--- config.mk ---
export PLATFORM = sky130hd
export DESIGN_NAME = mem_access_unit
export DESIGN_NICKNAME = d
export VERILOG_FILES = /design/src/rtl/mem_access_unit.sv
export SDC_FILE = /design/constraint.sdc
export NUM_CORES = 1
export LEC_CHECK = 0
export CAP_MARGIN = 0
export CORE_AREA = 2 2 124 126
export CTS_CLUSTER_DIAMETER = 150
export CTS_CLUSTER_SIZE = 10
export DETAILED_ROUTE_END_ITERATION = 6
export DIE_AREA = 0 0 126 128
export GPL_ROUTABILITY_DRIVEN = 0
export PLACE_DENSITY = 0.76
export SLEW_MARGIN = 20
export SYNTH_ARGS = -nofsm -noshare
export SYNTH_HDL_FRONTEND = slang
export SYNTH_SLANG_ARGS = --single-unit
--- constraint.sdc ---
create_clock -name iClk -period 1.8 [get_ports iClk]
set_clock_uncertainty 0.1 [all_clocks]
set_input_delay 0.45 -clock iClk [delete_from_list [all_inputs] [get_ports iClk]]
set_output_delay 0.45 -clock iClk [all_outputs]
set_load 0.05 [all_outputs]
--- src/rtl/mem_access_unit.sv ---
// Memory-access stage: request/grant/rvalid port, load align/extend, write-back.
// Optional MEM_TIMEOUT_EN aborts REQ/WAIT after TIMEOUT_CYCLES cycles.
package mem_access_pkg;
  localparam int cXLEN       = 32;
  localparam int cRegSelBitW = 5;

  typedef struct packed {
    logic                   read;
    logic                   write;
    logic [cXLEN-1:0]       addr;
    logic [cXLEN-1:0]       data;
    logic [2:0]             opType;
    logic [cRegSelBitW-1:0] rdAddr;
  } tMemOp;

  typedef struct packed {
    logic                   dv;
    logic [cRegSelBitW-1:0] addr;
    logic [cXLEN-1:0]       data;
  } tRegOp;
endpackage

module mem_access_unit
  import mem_access_pkg::*;
#(
  parameter int XLEN           = cXLEN,
  parameter int REG_ADDR_W     = cRegSelBitW,
  parameter int TIMEOUT_CYCLES = 64
) (
  input  logic            iClk,
  input  logic            iRst,
  input  tMemOp           iMemOp,
  output logic            oStall,
  output logic            oDmemReq,
  output logic            oDmemWe,
  output logic [XLEN-1:0] oDmemAddr,
  output logic [3:0]      oDmemBe,
  output logic [XLEN-1:0] oDmemWData,
  input  logic            iDmemGnt,
  input  logic            iDmemRValid,
  input  logic [XLEN-1:0] iDmemRData,
  output tRegOp           oRegWB,
  output logic            oExcept
);

  typedef enum logic [1:0] {IDLE, REQ, WAIT, RESP} state_t;

  state_t                r_state;
  state_t                w_next;
  logic                  r_write;
  logic [XLEN-1:0]       r_addr;
  logic [XLEN-1:0]       r_data;
  logic [2:0]            r_f3;
  logic [REG_ADDR_W-1:0] r_rd;
  logic [XLEN-1:0]       r_wbdata;
  logic                  r_except;

  logic       w_valid;
  logic       w_accept;
  logic       w_f3_ok;
  logic       w_misal;
  logic       w_illegal;
  logic       w_timeout;
  logic       w_to_hit;
  logic       w_req;
  logic [3:0] w_be;
  logic [2:0] w_f3;

  assign w_valid = iMemOp.read | iMemOp.write;
  assign w_f3    = iMemOp.opType;

  always_comb begin
    w_f3_ok = 1'b0;
    w_misal = 1'b0;
    unique case (1'b1)
      iMemOp.read:
        w_f3_ok = (w_f3 == 3'b000) || (w_f3 == 3'b001) ||
                  (w_f3 == 3'b010) || (w_f3 == 3'b100) ||
                  (w_f3 == 3'b101);
      default:
        w_f3_ok = (w_f3 == 3'b000) || (w_f3 == 3'b001) ||
                  (w_f3 == 3'b010);
    endcase
    if (w_f3[1:0] == 2'b01)
      w_misal = iMemOp.addr[0];
    else if (w_f3[1:0] == 2'b10)
      w_misal = |iMemOp.addr[1:0];
  end

  assign w_illegal = ~w_f3_ok | w_misal;

`ifdef MEM_TIMEOUT_EN
  localparam int CNT_W = ($clog2(TIMEOUT_CYCLES + 1) > 8) ?
                         $clog2(TIMEOUT_CYCLES + 1) : 8;
  logic [CNT_W-1:0] r_cnt;

  assign w_to_hit = ((r_state == REQ) || (r_state == WAIT)) &&
                    (r_cnt == CNT_W'(TIMEOUT_CYCLES - 1));

  always_ff @(posedge iClk or negedge iRst) begin
    if (!iRst)
      r_cnt <= '0;
    else if ((w_next != r_state) &&
             ((w_next == REQ) || (w_next == WAIT)))
      r_cnt <= '0;
    else if ((r_state == REQ) || (r_state == WAIT))
      r_cnt <= r_cnt + 1'b1;
  end
`else
  logic w_unused_timeout;
  assign w_unused_timeout = (TIMEOUT_CYCLES != 0);
  assign w_to_hit = 1'b0;
`endif

  always_comb begin
    w_next    = r_state;
    w_accept  = 1'b0;
    w_timeout = 1'b0;
    unique case (r_state)
      IDLE: begin
        if (w_valid) begin
          w_accept = 1'b1;
          if (!w_illegal)
            w_next = REQ;
        end
      end
      REQ: begin
        if (iDmemGnt)
          w_next = r_write ? IDLE : WAIT;
        else if (w_to_hit) begin
          w_timeout = 1'b1;
          w_next    = IDLE;
        end
      end
      WAIT: begin
        if (iDmemRValid)
          w_next = RESP;
        else if (w_to_hit) begin
          w_timeout = 1'b1;
          w_next    = IDLE;
        end
      end
      RESP:    w_next = IDLE;
      default: w_next = IDLE;
    endcase
  end

  function automatic logic [XLEN-1:0] load_ext(
    input logic [XLEN-1:0] rdata,
    input logic [1:0]      off,
    input logic [2:0]      f3
  );
    logic [XLEN-1:0] l;
    l = rdata >> {off, 3'b000};
    unique case (f3)
      3'b000:  load_ext = {{(XLEN-8){l[7]}}, l[7:0]};
      3'b001:  load_ext = {{(XLEN-16){l[15]}}, l[15:0]};
      3'b100:  load_ext = {{(XLEN-8){1'b0}}, l[7:0]};
      3'b101:  load_ext = {{(XLEN-16){1'b0}}, l[15:0]};
      default: load_ext = l;
    endcase
  endfunction

  always_ff @(posedge iClk or negedge iRst) begin
    if (!iRst) begin
      r_state  <= IDLE;
      r_write  <= 1'b0;
      r_addr   <= '0;
      r_data   <= '0;
      r_f3     <= '0;
      r_rd     <= '0;
      r_wbdata <= '0;
      r_except <= 1'b0;
    end else begin
      r_state  <= w_next;
      r_except <= (w_accept & w_illegal) | w_timeout;
      if (w_accept) begin
        r_write <= ~iMemOp.read;
        r_addr  <= iMemOp.addr;
        r_data  <= iMemOp.data;
        r_f3    <= iMemOp.opType;
        r_rd    <= iMemOp.rdAddr;
      end
      if ((r_state == WAIT) && iDmemRValid)
        r_wbdata <= load_ext(iDmemRData, r_addr[1:0], r_f3);
    end
  end

  always_comb begin
    unique case (r_f3[1:0])
      2'b00:   w_be = 4'b0001 << r_addr[1:0];
      2'b01:   w_be = 4'b0011 << r_addr[1:0];
      default: w_be = 4'b1111;
    endcase
  end

  assign w_req      = (r_state == REQ);
  assign oDmemReq   = w_req;
  assign oDmemWe    = w_req & r_write;
  assign oDmemAddr  = w_req ? {r_addr[XLEN-1:2], 2'b00} : '0;
  assign oDmemBe    = w_req ? w_be : 4'b0000;

  always_comb begin
    oDmemWData = '0;
    if (w_req && r_write) begin
      unique case (r_f3[1:0])
        2'b00:   oDmemWData = {(XLEN/8){r_data[7:0]}};
        2'b01:   oDmemWData = {(XLEN/16){r_data[15:0]}};
        default: oDmemWData = r_data;
      endcase
    end
  end

  // Accept-cycle stall is combinational; gated so reset forces it low.
  assign oStall = iRst & ((r_state != IDLE) | w_valid);

  assign oRegWB.dv   = (r_state == RESP) & (r_rd != '0);
  assign oRegWB.addr = (r_state == RESP) ? r_rd : '0;
  assign oRegWB.data = (r_state == RESP) ? r_wbdata : '0;
  assign oExcept     = r_except;

endmodule

==> flow_metrics.tcl, run 1 <==
set metrics [dict create \
    outcome "complete, but fails checks" \
    violations "setup timing" \
    dr.pass1.iters 5 \
    syn_area_um2 5830 \
    clk_pin_slew_ps 80 \
    yosysMostFrequentCell "dfrtp_1" \
    synthAdderAreaFrac_pct 0 \
    core-area_um2 14900 \
    num_rows 45 \
    clock_latency_ps 360 \
    drt_wl_total_um 24300 \
    layout_worst_path_cycle_share_pct 123 \
    wl_per_cell_um 23.6 \
    power_frac_clock_pct 9.7 \
    design_power_total_mw 21.4 \
    synth_warnings 0 \
    synth_area_leader_cell "dfrtp_1" \
    placed_cell_area_um2 9960 \
    die_area_um2 16100 \
    slew_violations 0 \
    grt_pass1_vias 6072 \
    cp.required_ps 1250 \
    gr-total-overflow 0 \
    internal_power_mw 12.3 \
    via_per_inst 5.61 \
    synth_top_family_by_area "multiplexers" \
    cts_htree_levels 3 \
    antenna_found_initial 0 \
    clockBufferDepth 2 \
    drv_cap 0 \
    seq_area_frac_synth_pct 46.4 \
    synth_edf_count 0 \
    synth_compound_area_share_pct 7.39 \
    crit_arrival_ps 1660 \
    initial_utilization_pct 39.2 \
    peakVddDrop_uv 1060 \
    worst_pin_slew_ps 595 \
    syn2layout_area_growth_pct 104 \
    nNetsFinal 949 \
    leakagePower_nw 5.13 \
    seqPwrFrac_pct 22.2 \
    slew_headroom_pct 60.3 \
    hp-class "in2async" \
    slowest_stage "dfrtp_2" \
    dp_hpwl_um 14300 \
    synth_xor_area_share_pct 0 \
    grt_max_degree 109 \
    power_frac_comb_pct 68.1 \
    vias 5793 \
    synthArstFlopShare_pct 100 \
    pre_cts_ws_ps -372 \
    rsz0062_at_grt "yes" \
    cts_tree "yes" \
    ios 220 \
    antenna_left 0 \
    crit_chain "clkbuf_16 -> nor2_4 -> buf_12 -> nand2_2 -> a21oi_4 -> buf_12" \
    design_area_um2 11900 \
    synth_top_cell_area_share_pct 46.4 \
    num_antenna_cells 0 \
    cp_max_fo 8 \
    syn_inst 556 \
    cts_buffers 9 \
    p_switching_mw 9.06 \
    grt_pass1_wl_um 34600 \
    ys_seq_elements 108 \
    max_stage_delay_ps 450 \
    synth.avg_cell_area_um2 10.5 \
    setup_slack_ps -412 \
    crit_top_cell "buf_12" \
    final_layout_size_suffix_gt1_share_pct 56.9 \
    fmax_ghz 0.452 \
    fp.dieW_um 126 \
    grt_usage_pct 27.7 \
    synth_common_cells "108 x dfrtp_1, 61 x mux2_2, 57 x nor2_1" \
    muxShareOfSynthArea_pct 22.1 \
    io_buffers 217 \
    critPathLaunchType "flop" \
    synth_area_leaders "dfrtp_1 46%, mux2_2 12%, mux2i_1 6.2%, and3_1 4.8%, and2_1 4.1%" \
    clock_sinks 108 \
    drt_drc_violations_left 0 \
    sw_frac_of_total_pct 42.4 \
    die_y_um 128 \
    ys_types 40 \
    hold_viol_final 0 \
    critPathKind "reg2out" \
    power_density_nw_per_um2 1800 \
    synth_ff_type "dfrtp_1" \
    endpoint_kind "output pin" \
    cts_root_buf "clkbuf_16" \
    final-setup-viol-count 192 \
    drtIter0Drc 454 \
    yosys.area_share.simple_pct 18.7 \
    period_needed_ps 2210 \
]
registers in the layout, indices dropped and copies added, names as in the netlist, named ones only:
| name | flops |
|---|---|
| r_rd | 5 |
| oExcept | 1 |
| r_wbdata | 32 |
| r_write | 1 |
| r_state | 1 |
| r_data | 32 |
| r_addr | 32 |
| r_f3 | 3 |
worst max-delay path: cells and delay by family, from the launching register on:
family	cells	cell delay, ps
compound gates	1	180
flops	1	450
simple gates	2	180
buf+inv	3	480
final cells by class:
| type | instances | area, um2 |
|---|---|---|
| Fill cell | 770 | 2980 |
| Tap cell | 188 | 235 |
| Sequential cell | 108 | 2710 |
| Timing Repair Buffer | 316 | 4670 |
| Multi-Input combinational cell | 400 | 3930 |
| Clock buffer | 12 | 246 |
| Inverter | 4 | 40.0 |
| Clock inverter | 4 | 57.6 |
cells in the final DEF, fill, tap and decap left out, types with 4 or more instances in the layout:
| cell | instances |
|---|---|
| buf_4 | 38 |
| a221o_1 | 9 |
| dfrtp_1 | 103 |
| buf_16 | 7 |
| o21ai_1 | 4 |
| o21ai_0 | 13 |
| a21oi_4 | 11 |
| nand3_2 | 7 |
| clkdlybuf4s50_1 | 108 |
| a21oi_1 | 15 |
| nand3_1 | 7 |
| clkbuf_16 | 21 |
| nand2_1 | 26 |
| and2_1 | 8 |
| a21oi_2 | 12 |
| nor2_2 | 5 |
| nor2_1 | 30 |
| mux2_4 | 72 |
| nand2_2 | 8 |
| mux2i_2 | 8 |
| mux2_2 | 7 |
| nor2_4 | 22 |
| and3_4 | 45 |
| buf_6 | 23 |
| and2_4 | 29 |
| buf_12 | 125 |
| mux2i_4 | 4 |
| mux2i_1 | 24 |
| dfrtp_2 | 5 |
cell families after synthesis:
logic type / after synthesis
compound gates: 73
buf+inv: 50
flops: 108
mux: 115
other cells: 1
simple gates: 209
per-layer routing:
metal	wire (um)	global-route usage, %	up-vias
li1	-	-	2517
met1	8980	32.4	2920
met5	0	0	-
met2	12700	48.6	297
met4	901	10.8	0
met3	1790	7.30	59
worst paths after layout:
path	end	startpoint	cells past startpoint	slack (ps)
hold / removal	r_wbdata[27]	iRst	2	90
hold reg to reg	r_wbdata[6]	r_wbdata[6]	2	390
min in group iClk	r_wbdata[6]	r_wbdata[6]	2	390
max in group asynchronous	r_f3[1]	iRst	2	1030
setup / recovery	oDmemWData[11]	r_f3[0]	6	-410
setup reg to reg	r_wbdata[21]	r_f3[0]	7	-180
metrics by stage:
stage          util [%]  cells  setup TNS, ps  hold slack, ps
2_1_floorplan         -    557           -770            54.4
3_3_place_gp       67.0    972         -25510             363
3_5_place_dp       67.0    972         -31040             364
4_1_cts            75.9   1013         -35160             137
5_1_grt            80.0   1032         -47010             162
6_report           80.0   1032         -37890            89.5
power groups by stage:
stage / Clock [mW] / Combinational (mW) / Sequential [mW]
2_1_floorplan: 0 / 6.84 / 4.19
4_1_cts: 2.10 / 12.9 / 4.53
5_1_grt: 2.21 / 15.1 / 4.83
3_3_place_gp: 0 / 10.6 / 4.36
3_5_place_dp: 0 / 10.9 / 4.43
6_report: 2.08 / 14.5 / 4.75
repair_timing:
item / 4_1_cts / 5_1_grt
endpoints found under the setup margin: 151 / 208
cloned: 9 / 12
buffers inserted: 17 / 11
resized for setup: 182 / 76
hold buffers: 0 / 0
pin swaps: 20 / 40
No activity file was read; power rests on OpenSTA's default activity.
==> run 2, diff against run 1 <==
--- a/config.mk
+++ b/config.mk
@@ -6,13 +6,13 @@
 export NUM_CORES = 1
 export LEC_CHECK = 0
 export CAP_MARGIN = 0
-export CORE_AREA = 2 2 124 126
+export CORE_AREA = 2 2 117 119
 export CTS_CLUSTER_DIAMETER = 150
 export CTS_CLUSTER_SIZE = 10
 export DETAILED_ROUTE_END_ITERATION = 6
-export DIE_AREA = 0 0 126 128
+export DIE_AREA = 0 0 119 121
 export GPL_ROUTABILITY_DRIVEN = 0
-export PLACE_DENSITY = 0.76
+export PLACE_DENSITY = 0.81
 export SLEW_MARGIN = 20
 export SYNTH_ARGS = -nofsm -noshare
 export SYNTH_HDL_FRONTEND = slang
==> constraint.sdc (replaced) <==
create_clock -name iClk -period 2.2 [get_ports iClk]
set_clock_uncertainty 0.1 [all_clocks]
set_input_delay 0.55 -clock iClk [delete_from_list [all_inputs] [get_ports iClk]]
set_output_delay 0.55 -clock iClk [all_outputs]
set_load 0.05 [all_outputs]
==> flow_metrics.tcl, run 2 (same netlist as run 1, synthesis figures left out) <==
set metrics [dict create \
    leakagePower_nw 4.60 \
    ios 220 \
    critPathLaunchType "flop" \
    drt_drc_violations_left 0 \
    clock_latency_ps 370 \
    cts_root_buf "clkbuf_16" \
    cts_tree "yes" \
    crit_chain "buf_6 -> mux2i_2 -> nor2_2 -> a21oi_2 -> nor2_4 -> buf_12" \
    initial_utilization_pct 44.5 \
    core-area_um2 13100 \
    hold_viol_final 0 \
    rsz0062_at_grt "yes" \
    fmax_ghz 0.408 \
    hp-class "in2async" \
    drt_wl_total_um 23500 \
    nNetsFinal 898 \
    slew_violations 0 \
    period_needed_ps 2450 \
    dp_cells 936 \
    clk_pin_slew_ps 80 \
    dp_hpwl_um 14100 \
    final-setup-viol-count 65 \
    slowest_stage "dfrtp_1" \
    use_met1_pct 34.2 \
    pre_cts_ws_ps -77.3 \
    num_antenna_cells 0 \
    dr.pass1.iters 5 \
    gr-usage-met3_pct 6.81 \
    io_buffers 217 \
    outcome "complete, but fails checks" \
    final_layout_size_suffix_gt1_share_pct 46.0 \
    grt_max_degree 109 \
    grt_pass1_wl_um 33100 \
    cts_htree_levels 3 \
    max_stage_delay_ps 430 \
    cts_hold_buf 0 \
    most-common-layout-cells "119 x buf_12, 107 x clkdlybuf4s50_1, 106 x dfrtp_1" \
    cp.required_ps 1550 \
    num_rows 42 \
    fp.dieW_um 119 \
    setup_tns_ps -6520 \
    worst_pin_slew_ps 603 \
    grt_usage_pct 29.9 \
    wl_per_cell_um 24.3 \
    die_area_um2 14400 \
    gr-total-overflow 0 \
    setup_slack_ps -251 \
    grt-busiest-layer "met2" \
    crit_arrival_ps 1800 \
    antenna_left 0 \
    peakVddDrop_uv 910 \
    clock_sinks 108 \
    grtUsageMet2_pct 51.1 \
    die_y_um 121 \
    clockBufferDepth 2 \
    drv_cap 0 \
    syn2layout_area_growth_pct 83.9 \
    cts_buffers 9 \
    via_per_inst 5.84 \
    fin_util_pct 81.9 \
    layout_worst_path_cycle_share_pct 111 \
    power_density_nw_per_um2 1480 \
    stdcell_count 969 \
    slew_headroom_pct 59.7 \
    layout_commonest_cell "buf_12" \
    grt_pass1_vias 5920 \
    reg_top3 "r_addr (32), r_data (32), r_wbdata (32)" \
    antenna_found_initial 0 \
    drtIter0Drc 507 \
    vias 5656 \
    violations "setup timing" \
    design_power_total_mw 15.9 \
    critPathKind "reg2out" \
    endpoint_kind "output pin" \
    cp_max_fo 5 \
]
## run 2: cell count changes in the layout (fill, tap and decap cells not counted), moves of 6 or more
cell,delta
mux2_2,+54
nand3_2,-7
buf_12,-6
buf_4,-15
nand3_1,+7
and3_4,-37
buf_6,-19
mux2_4,-62
mux2_1,+8
clkbuf_16,-7
and3_1,+37
## run 2: stage by stage
step	area (um2)	hold WS, ps
2_1_floorplan	6010	154
3_3_place_gp	9520	359
3_5_place_dp	9520	372
4_1_cts	10400	238
5_1_grt	10700	252
6_report	10700	213
## run 2: critical path, delay by kind of cell (launching register included)
family | cells | cell delay, ps
flip-flops | 1 | 430
buffers and inverters | 2 | 330
multiplexers | 1 | 310
AO/OA/AOI/OAI | 1 | 210
AND/OR/NAND/NOR | 2 | 140
## run 2: timing repair
action                                  4_1_cts  5_1_grt
setup buffers                                 4        3
endpoints found under the setup margin       69       94
pin swaps                                    17       13
gates cloned                                  5        6
gates resized for setup                     100       48
## run 2: path summary, 6_finish.rpt
kind                       cells after the start              to   startpoint  slack [ps]
hold reg to reg                                2     r_wbdata[3]  r_wbdata[3]         390
hold / removal                                 2      r_data[13]         iRst         210
min in group iClk                              2     r_wbdata[3]  r_wbdata[3]         390
setup reg to reg                               6    r_wbdata[28]         flop          10
max in group asynchronous                      2         r_f3[1]         iRst        1340
setup / recovery                               6  oDmemWData[27]      r_f3[0]        -250
## run 2: where the power goes
group,total [mW],internal (mW),switching [mW]
combinational,10.1,4.89,5.19
sequential,3.94,2.96,0.980
clock,1.85,1.09,0.753
## run 2: area by class of cell
type                       count  area [um2]
timing repair buffer         266        3980
multi-input combinational    399        3450
sequential                   108        2710
fill                         630        2370
clock buffer                  13         270
tap                          176         220
clock inverter                 3        67.6
inverter                       4        23.8
## run 2: routing by layer
metal	vias to the layer above	wire length, um
met3	96	1840
met4	0	1480
met1	2810	8130
li1	2405	-
met5	-	0
met2	345	12100
